File: src/rtl/puf_sequencer_if.sv
// Handshake bundle between the PUF sequencer and its challenge source /
// ring-oscillator measurement controller.
interface puf_sequencer_if #(
  parameter int unsigned NBITS = 8
);
  logic             start;
  logic [7:0]       challenge;
  logic [1:0]       counter_ctrl_state;
  logic [31:0]      cnt_a;
  logic [31:0]      cnt_b;
  logic             roen;
  logic [7:0]       ro_pair;
  logic             busy;
  logic [NBITS-1:0] resp;
  logic             resp_valid;
  logic             err;

  modport master (
    output start, challenge, counter_ctrl_state, cnt_a, cnt_b,
    input  roen, ro_pair, busy, resp, resp_valid, err
  );

  modport slave (
    input  start, challenge, counter_ctrl_state, cnt_a, cnt_b,
    output roen, ro_pair, busy, resp, resp_valid, err
  );
endinterface

File: src/rtl/puf_sequencer.sv
// Ring-oscillator PUF sequencer: walks NBITS oscillator pairs starting at the
// latched challenge, compares their counts and assembles the response word.
module puf_sequencer #(
  parameter int unsigned NBITS   = 8,
  parameter logic [31:0] TIMEOUT = 32'd2100000000
) (
  input  logic           clk,
  input  logic           rst,
  puf_sequencer_if.slave bus
);
  typedef enum logic [2:0] {
    S_IDLE    = 3'd0,
    S_ARM     = 3'd1,
    S_CAPTURE = 3'd2,
    S_RELEASE = 3'd3,
    S_NEXT    = 3'd4,
    S_DONE    = 3'd5
  } state_t;

  localparam logic [1:0] CTRL_IDLE = 2'b00;
  localparam logic [1:0] CTRL_DONE = 2'b11;
  localparam logic [4:0] LAST_IDX  = 5'(NBITS - 1);

  state_t           r_state;
  state_t           w_state_nxt;
  logic [7:0]       r_challenge, w_challenge_nxt;
  logic [4:0]       r_bit_idx, w_bit_idx_nxt;
  logic [31:0]      r_wait_cnt, w_wait_cnt_nxt;
  logic             r_seen_idle, w_seen_idle_nxt;
  logic [NBITS-1:0] r_resp, w_resp_nxt;
  logic             r_err, w_err_nxt;
  logic             r_roen, w_roen_nxt;
  logic             r_busy, w_busy_nxt;
  logic             r_resp_valid, w_resp_valid_nxt;
  logic [7:0]       r_ro_pair, w_ro_pair_nxt;
  logic             w_timeout;
  logic             w_arm_ok;
  logic             w_rel_ok;
  logic             w_bit;

  // Timeout fires on the TIMEOUT-th cycle spent in a wait state; 33-bit sum avoids wrap.
  assign w_timeout = (({1'b0, r_wait_cnt} + 33'd1) >= {1'b0, TIMEOUT});
  // A done indication only counts after the controller was seen idle in this ARM visit.
  assign w_arm_ok  = r_seen_idle && (bus.counter_ctrl_state == CTRL_DONE);
  assign w_rel_ok  = (bus.counter_ctrl_state == CTRL_IDLE);
  assign w_bit     = (bus.cnt_a > bus.cnt_b);

  // State register
  always_ff @(posedge clk) begin
    if (rst) begin
      r_state <= S_IDLE;
    end else begin
      r_state <= w_state_nxt;
    end
  end

  // Next-state logic
  always_comb begin
    w_state_nxt = r_state;
    case (r_state)
      S_IDLE: begin
        if (bus.start) w_state_nxt = S_ARM;
        else           w_state_nxt = S_IDLE;
      end
      S_ARM: begin
        if (w_arm_ok)       w_state_nxt = S_CAPTURE;
        else if (w_timeout) w_state_nxt = S_DONE;
        else                w_state_nxt = S_ARM;
      end
      S_CAPTURE: w_state_nxt = S_RELEASE;
      S_RELEASE: begin
        if (w_rel_ok)       w_state_nxt = S_NEXT;
        else if (w_timeout) w_state_nxt = S_DONE;
        else                w_state_nxt = S_RELEASE;
      end
      S_NEXT: begin
        if (r_bit_idx == LAST_IDX) w_state_nxt = S_DONE;
        else                       w_state_nxt = S_ARM;
      end
      S_DONE:  w_state_nxt = S_IDLE;
      default: w_state_nxt = S_IDLE;
    endcase
  end

  // Output and datapath next values
  always_comb begin
    w_challenge_nxt = r_challenge;
    w_bit_idx_nxt   = r_bit_idx;
    w_wait_cnt_nxt  = r_wait_cnt;
    w_seen_idle_nxt = r_seen_idle;
    w_resp_nxt      = r_resp;
    w_err_nxt       = r_err;
    case (r_state)
      S_IDLE: begin
        if (bus.start) begin
          w_challenge_nxt = bus.challenge;
          w_bit_idx_nxt   = 5'd0;
          w_wait_cnt_nxt  = 32'd0;
          w_seen_idle_nxt = 1'b0;
          w_resp_nxt      = '0;
          w_err_nxt       = 1'b0;
        end else begin
          w_err_nxt       = r_err;
        end
      end
      S_ARM: begin
        w_wait_cnt_nxt = r_wait_cnt + 32'd1;
        if (bus.counter_ctrl_state == CTRL_IDLE) w_seen_idle_nxt = 1'b1;
        else                                     w_seen_idle_nxt = r_seen_idle;
        if (!w_arm_ok && w_timeout) w_err_nxt = 1'b1;
        else                        w_err_nxt = r_err;
      end
      S_CAPTURE: begin
        for (int i = 0; i < int'(NBITS); i++) begin
          if (r_bit_idx == 5'(i)) w_resp_nxt[i] = w_bit;
          else                    w_resp_nxt[i] = r_resp[i];
        end
        w_wait_cnt_nxt = 32'd0;
      end
      S_RELEASE: begin
        w_wait_cnt_nxt = r_wait_cnt + 32'd1;
        if (!w_rel_ok && w_timeout) w_err_nxt = 1'b1;
        else                        w_err_nxt = r_err;
      end
      S_NEXT: begin
        if (r_bit_idx != LAST_IDX) begin
          w_bit_idx_nxt   = r_bit_idx + 5'd1;
          w_wait_cnt_nxt  = 32'd0;
          w_seen_idle_nxt = 1'b0;
        end else begin
          w_bit_idx_nxt   = r_bit_idx;
        end
      end
      S_DONE:  w_err_nxt = r_err;
      default: w_err_nxt = r_err;
    endcase

    // Outputs are registered against the next state so they line up with it.
    w_roen_nxt       = (w_state_nxt == S_ARM) || (w_state_nxt == S_CAPTURE);
    w_busy_nxt       = (w_state_nxt != S_IDLE);
    w_resp_valid_nxt = (w_state_nxt == S_DONE);
    w_ro_pair_nxt    = w_challenge_nxt + {3'b000, w_bit_idx_nxt};
  end

  // Datapath and output registers
  always_ff @(posedge clk) begin
    if (rst) begin
      r_challenge  <= 8'd0;
      r_bit_idx    <= 5'd0;
      r_wait_cnt   <= 32'd0;
      r_seen_idle  <= 1'b0;
      r_resp       <= '0;
      r_err        <= 1'b0;
      r_roen       <= 1'b0;
      r_busy       <= 1'b0;
      r_resp_valid <= 1'b0;
      r_ro_pair    <= 8'd0;
    end else begin
      r_challenge  <= w_challenge_nxt;
      r_bit_idx    <= w_bit_idx_nxt;
      r_wait_cnt   <= w_wait_cnt_nxt;
      r_seen_idle  <= w_seen_idle_nxt;
      r_resp       <= w_resp_nxt;
      r_err        <= w_err_nxt;
      r_roen       <= w_roen_nxt;
      r_busy       <= w_busy_nxt;
      r_resp_valid <= w_resp_valid_nxt;
      r_ro_pair    <= w_ro_pair_nxt;
    end
  end

  assign bus.roen       = r_roen;
  assign bus.busy       = r_busy;
  assign bus.resp       = r_resp;
  assign bus.resp_valid = r_resp_valid;
  assign bus.err        = r_err;
  assign bus.ro_pair    = r_ro_pair;
endmodule
File: src/flat_wrapper.sv
// flat-port wrapper written by rule: the top's interface ports become plain ports
module puf_sequencer_flat 
#(
  parameter int unsigned NBITS   = 8,
  parameter logic [31:0] TIMEOUT = 32'd2100000000
)
  (clk, rst, bus_start, bus_challenge, bus_counter_ctrl_state, bus_cnt_a, bus_cnt_b, bus_roen, bus_ro_pair, bus_busy, bus_resp, bus_resp_valid, bus_err);
  puf_sequencer_if #(.NBITS(NBITS)) bus_i ();
  input  logic clk;
  input  logic rst;
  input wire logic [$bits(bus_i.start)-1:0] bus_start;
  input wire logic [$bits(bus_i.challenge)-1:0] bus_challenge;
  input wire logic [$bits(bus_i.counter_ctrl_state)-1:0] bus_counter_ctrl_state;
  input wire logic [$bits(bus_i.cnt_a)-1:0] bus_cnt_a;
  input wire logic [$bits(bus_i.cnt_b)-1:0] bus_cnt_b;
  output wire logic [$bits(bus_i.roen)-1:0] bus_roen;
  output wire logic [$bits(bus_i.ro_pair)-1:0] bus_ro_pair;
  output wire logic [$bits(bus_i.busy)-1:0] bus_busy;
  output wire logic [$bits(bus_i.resp)-1:0] bus_resp;
  output wire logic [$bits(bus_i.resp_valid)-1:0] bus_resp_valid;
  output wire logic [$bits(bus_i.err)-1:0] bus_err;
  assign bus_i.start = bus_start;
  assign bus_i.challenge = bus_challenge;
  assign bus_i.counter_ctrl_state = bus_counter_ctrl_state;
  assign bus_i.cnt_a = bus_cnt_a;
  assign bus_i.cnt_b = bus_cnt_b;
  assign bus_roen = bus_i.roen;
  assign bus_ro_pair = bus_i.ro_pair;
  assign bus_busy = bus_i.busy;
  assign bus_resp = bus_i.resp;
  assign bus_resp_valid = bus_i.resp_valid;
  assign bus_err = bus_i.err;
  puf_sequencer #(.NBITS(NBITS), .TIMEOUT(TIMEOUT)) u_core (.clk(clk), .rst(rst), .bus(bus_i));
endmodule
File: config.mk
export PLATFORM = sky130hd
export DESIGN_NAME = puf_sequencer_flat
export DESIGN_NICKNAME = d
export VERILOG_FILES = /design/src/rtl/puf_sequencer_if.sv /design/src/rtl/puf_sequencer.sv /design/src/flat_wrapper.sv
export SDC_FILE = /design/constraint.sdc
export NUM_CORES = 1
export LEC_CHECK = 0
export ABC_AREA = 1
export ABC_CLOCK_PERIOD_IN_PS = 3600
export CORE_MARGIN = 5
export CORE_UTILIZATION = 27
export CTS_CLUSTER_DIAMETER = 150
export DETAILED_ROUTE_END_ITERATION = 10
export PLACE_DENSITY_LB_ADDON = 0.08
export SETUP_SLACK_MARGIN = 0.5
export SLEW_MARGIN = 20
export SYNTH_ARGS = -nofsm -noshare
export SYNTH_HDL_FRONTEND = slang
export SYNTH_SLANG_ARGS = --single-unit
File: constraint.sdc
create_clock -name clk -period 3.6 [get_ports clk]
set_clock_uncertainty 0.05 [all_clocks]
set_input_delay 1.08 -clock clk [delete_from_list [all_inputs] [get_ports clk]]
set_output_delay 1.08 -clock clk [all_outputs]
set_load 0.005 [all_outputs]
Word-level counts from Yosys, hierarchy flattened
Index checks and enable logic that the tools add are counted.

Bits in registers: 69. Bits of input ports: 77. Output and inout port bits: 20.

Add/subtract/negate cells: 4. Magnitude comparators: 2. Eq/ne operators: 29. Multiplexer cells: 32. Reduce and logical (&&, ||, !) cells: 26.

Operators by type and width (count): 32-bit one-hot mux with 4 select lines (1); 32-bit two-way mux (2); 32-bit by 1-bit adder with 33-bit output (second input constant) (1); 33-bit by 31-bit >= comparator with 1-bit output (second input constant) (1); 32-bit by 1-bit adder with 32-bit output (second input constant) (1); 32-bit > comparator (1); 3-bit AND reduction (9); 8-bit two-way mux (3); 2-bit by 1-bit != test with 1-bit output (second input constant) (12); 5-bit by 3-bit equality test with 1-bit output (second input constant) (4); 8-bit one-hot mux with 2 select lines (1); 3-bit two-way mux (5); 3-bit one-hot mux with 5 select lines (1); 1-bit two-way mux (14); 5-bit by 2-bit equality test with 1-bit output (second input constant) (2); 5-bit two-way mux (2); 5-bit one-hot mux with 2 select lines (1); 3-bit by 2-bit equality test with 1-bit output (second input constant) (3); 3-bit nonzero test (3); 8-bit by 5-bit adder with 8-bit output (1); 4-bit AND reduction (2); 3-bit by 1-bit equality test with 1-bit output (second input constant) (2); 3-bit equality test (second input constant) (2); 1-bit one-hot mux with 3 select lines (2); other kinds (14) (17).

Depth between registers and ports, before layout
Word-level depth: 7. Mapped depth: 19. Mapped depth without buffers: 19.

Worst setup path before layout
OpenSTA, ideal clock, no wires.

Path kind: input to register. Start: input bus_start. End: register u_core.r_ro_pair[6] (netlist: u_core.bus.ro_pair[6]). Setup time: 0.074 ns. Arrival: 2.863 ns. Slack: 0.612 ns. Stages: 11. Buffers on the path: 1. Cell sequence: nand2_1 inv_1 clkbuf_1 a21oi_1 ha_1 fa_1 a21oi_1 o21bai_1 a21oi_1 o21ai_0 o21ai_0.

Cells in the longest elaborated chain, start to end: 3. Elaborated cells on any way between the ends: 5. Those cells by class: 1 x add/sub; 4 x mux.

Ends and longest elaborated chain: start, declared (RTL line flat_wrapper.sv:11) `input wire logic [$bits(bus_i.start)-1:0] bus_start;`; 8-bit two-way mux (RTL line puf_sequencer.sv:95) `if (bus.start) begin`; 8-bit two-way mux (RTL line puf_sequencer.sv:93) `case (r_state)`; via u_core.w_challenge_nxt[0] (RTL line puf_sequencer.sv:26) `logic [7:0] r_challenge, w_challenge_nxt;`; 8-bit by 5-bit adder with 8-bit output (RTL line puf_sequencer.sv:142) `w_ro_pair_nxt = w_challenge_nxt + {3'b000, w_bit_idx_nxt};`; end signal, assigned (RTL line puf_sequencer.sv:168) `r_ro_pair <= w_ro_pair_nxt;`; end, declared (RTL line puf_sequencer.sv:35) `logic [7:0] r_ro_pair, w_ro_pair_nxt;`.

The timed path passes the listed nets, and every way through them passes these cells. A chain may end at the register's enable or synchronous reset.

Worst setup path after layout
Start: input bus_cnt_b[15]. End: register u_core.r_resp[0] (netlist: u_core.bus.resp[0]).

Cells in the longest elaborated chain, start to end: 3.

Ends and longest elaborated chain: start, declared (RTL line flat_wrapper.sv:15) `input wire logic [$bits(bus_i.cnt_b)-1:0] bus_cnt_b;`; 32-bit > comparator (RTL line puf_sequencer.sv:46) `assign w_bit = (bus.cnt_a > bus.cnt_b);`; 1-bit two-way mux (RTL line puf_sequencer.sv:115) `if (r_bit_idx == 5'(i)) w_resp_nxt[i] = w_bit;`; 8-bit one-hot mux with 2 select lines (RTL line puf_sequencer.sv:93); end signal, assigned (RTL line puf_sequencer.sv:163) `r_resp <= w_resp_nxt;`; end, declared (RTL line puf_sequencer.sv:30) `logic [NBITS-1:0] r_resp, w_resp_nxt;`.

Every way passes these cells. The select of a mux whose other input is x is not followed.

==> summary.txt <==
Setup path
  • CP max FO: 8
  • R2R depth: 16
  • Required @ worst endpoint: 3.82 ns
  • Crit. path cell count: 10
  • Slowest cell on the critical path: clkdlybuf4s50_1
  • Top Family by Delay on Critical Path: simple AND/OR/NAND/NOR gates
  • Crit path launch type: input port
  • Critical Setup Path Class: input port to flop
  • Cell Chain, Critical Path: clkdlybuf4s50_1 > inv_1 > ha_1 > nand2_1 > or3_1 > o221ai_1 > nand2_1 > nand2_1 > nand3_2 > a21oi_1
  • Critical path's most frequent cell: nand2_1
  • Critical path's largest stage delay: between 0.4 and 0.5 ns
  • Crit end category: flop
  • Crit path buf inv count: 2
  • CP Data Arrival Time: about 3.2 ns

Global route
  • Tot GR Track Use: a little over an eighth
  • Global-route wire length before repair: approximately 23000 um
  • Initial antenna violation count: 0
  • Vias in the first global route: between 4000 and 5000
  • GR Overflow Total: 0
  • Largest net degree at the start of global routing: 51

Finish
  • Area grow syn2layout: 31.6%
  • Most common cell after layout, fill and taps aside: nand2_1
  • Antenna diode count: 0
  • Most frequent cells in the layout: 232 x nand2_1, 120 x inv_1, 94 x clkdlybuf4s50_1, 76 x nor2_1, 69 x dfxtp_1
  • Fraction of layout cells with a size suffix above 1: 8.72%
  • Post-Route Utilization: ~36%
  • Final-stage net count: around 1000

Logic synthesis
  • Yosys Warn Count: 0
  • Syn Nets: a little over 900
  • Synth Flop Type: dfxtp_1
  • Post-synth EDFFs: 0
  • Avg Synthesized Cell Area: about 6.4 um2
  • Synth cell types: 38
  • Post-Syn Area: 5030 um2
  • Asr flop ratio synth: 0%
  • Synth Instances: between 700 and 800
  • Sequential share of the synthesized area: between 20% and 30%
  • Yosys reg bits: 69

Detailed routing
  • First drt pass iteration count: 5
  • DRC Markers: 0
  • Via count: between 5000 and 6000
  • Vias per cell: between 4 and 5
  • Drt total wl: about 14000 um
  • 1st-iter DRT viols: roughly 190
  • Average wire per standard cell: approximately 12 um
  • Final ANT Viol Nets: 0

Clock tree
  • CTS Sinks: 69
  • Setup Buffers After CTS: 0
  • Worst-Skew Late Latency: about 0.34 ns
  • Hold Buf Count CTS: 0
  • CTS tree: done
  • H-Tree Depth: 3
  • Number of buffers created by CTS: 9
  • Bufs on Longest Clock Path: 2
  • CTS root buf: clkbuf_16
  • Clk pin slew, worst setup/hold paths: about 0.06 ns

Placed design
  • GPL Wtd Cong: 0.825
  • DPL Wire Length: between 10000 and 15000 um
  • I/O Buffers: between 90 and 100

Floorplanning
  • Die height: about 150 um
  • Std-Cell Rows: 50
  • Ports: between 90 and 100
  • Initial core utilization: a little over a quarter
  • Die area: ~21000 um2
  • Chip width: roughly 150 um
  • Core Region: about 19000 um2

STA
  • Final period util: about four fifths
  • Min Clock Period, post-route: 2.95 ns
  • Slew Limit Fails: 0
  • RSZ-0062 raised after global routing: no
  • Actual slew at the worst max-slew pin: between 0.9 and 1 ns
  • Final Hold Viols: 0
  • Rel. slew slack: between 30% and 40%
  • Total Negative Setup Slacks: 0 ns
  • Setup-failing EPs final: 0
  • Fmax: roughly 340 MHz

Run
  • Max Cap Violations: 0

Power and ir drop
  • Peak supply drop: between 0.0002 and 0.00025 V
  • Leakage: 2.86 nW
  • Power Density: a little over 300 nW/um2

Hold path
  • Min-delay worst type: flop to flop
  • WHS Path Cells: 2

Status
  • Status: complete, no violations
==> final timing paths <==
kind	startpoint	to	slack, ns
setup / recovery	bus_cnt_b[15]	u_core.bus.resp[0]	0.65
hold / removal	u_core.bus.err	u_core.bus.err	0.40
hold reg to reg	u_core.bus.err	u_core.bus.err	0.40
setup reg to reg	u_core.r_bit_idx[0]	u_core.bus.ro_pair[7]	0.87
==> area by class of cell <==
cell class	instances	area (um2)
tap	234	293
timing repair buffer	103	1010
clock inverter	6	46.3
sequential	69	1380
multi-input combinational	582	3180
fill	2070	11900
inverter	125	472
clock buffer	10	239
==> metrics by stage <==
| stage | instance area, um2 | cells | total power, W | hold slack [ns] | worst slack, ns |
|---|---|---|---|---|---|
| finish | 6620 | 1129 | 0.00200 | 0.404 | 0.653 |
| global route | 6620 | 1129 | 0.00212 | 0.439 | 0.527 |
| CTS | 6570 | 1129 | 0.00205 | 0.409 | 0.528 |
| detailed placement | 6280 | 1113 | 0.00115 | 0.395 | 0.0549 |
| global placement | 6280 | 1113 | 0.00115 | 0.397 | 0.136 |
| floorplan | 5030 | 791 | 0.000981 | 0.392 | 0.612 |
==> state kept, by name, summed over array words and instances (netlist names) <==
signal and cells:
u_core.r_wait_cnt 32, u_core.bus.resp 8, u_core.bus.ro_pair 8, u_core.r_challenge 8, u_core.r_bit_idx 5, u_core.r_state 3, u_core.bus.busy 1, u_core.bus.err 1
u_core.bus.resp_valid 1, u_core.bus.roen 1, u_core.r_seen_idle 1
==> power breakdown <==
group / internal, W / switching (W)
registers: 0.000790 / 0.00000999
clock network: 0.000490 / 0.000378
logic: 0.000175 / 0.000160
total: 0.00145 / 0.000549
==> logic make-up (layout without fill, tap and decap cells) <==
family	count (synthesis)	count (layout)	synth area share, %
xor+xnor	12	12	2.09
compound gates	123	123	13.2
flops	69	69	27.5
simple gates	400	400	35.1
fa+ha+maj	44	44	11.1
mux	3	3	0.597
buf+inv	140	244	10.5
==> metal layers <==
layer  GRT usage [%]  up-vias  routed length (um)
met3            3.48        7                 346
met5               0        -                   0
li1                -     2718                   -
met4            2.40        0                  75
met1            16.8     2238                6650
met2            22.8       44                7040
==> repair_timing <==
item	4_1_cts	5_1_grt
endpoints found under the setup margin	3	12
gates resized for setup	2	15
pin swaps	0	4
==> cell usage after synthesis (7+ instances only) <==
library cell,number,area share (%)
xor2_1,8,1.4
nor2_1,78,5.8
a211oi_1,8,1.2
a21oi_1,73,7.3
clkbuf_1,11,0.82
ha_1,43,11
nand3_1,28,2.8
nand2_1,233,17
dfxtp_1,69,27
nand4_1,8,0.99
nor3_1,9,0.90
inv_1,121,9.0
nor2_2,9,1.1
o21ai_0,32,3.2
nand3_2,7,1.4
==> worst reg2reg max path, cell delays in order, from the launching register on <==
cell and delay [ns]:
dfxtp_1 0.42, ha_1 0.27, nand2_1 0.12, nor2_1 0.22
nor2_1 0.11, nor2_1 0.18, inv_1 0.11, o22ai_4 0.16
ha_1 0.27, a21oi_2 0.15, nor2_2 0.05, nor2_1 0.08
nor2_1 0.06, o21ai_1 0.11, nand2_1 0.10, nand2_1 0.09
o21ai_0 0.07
No activity file was read; power rests on OpenSTA's default activity.
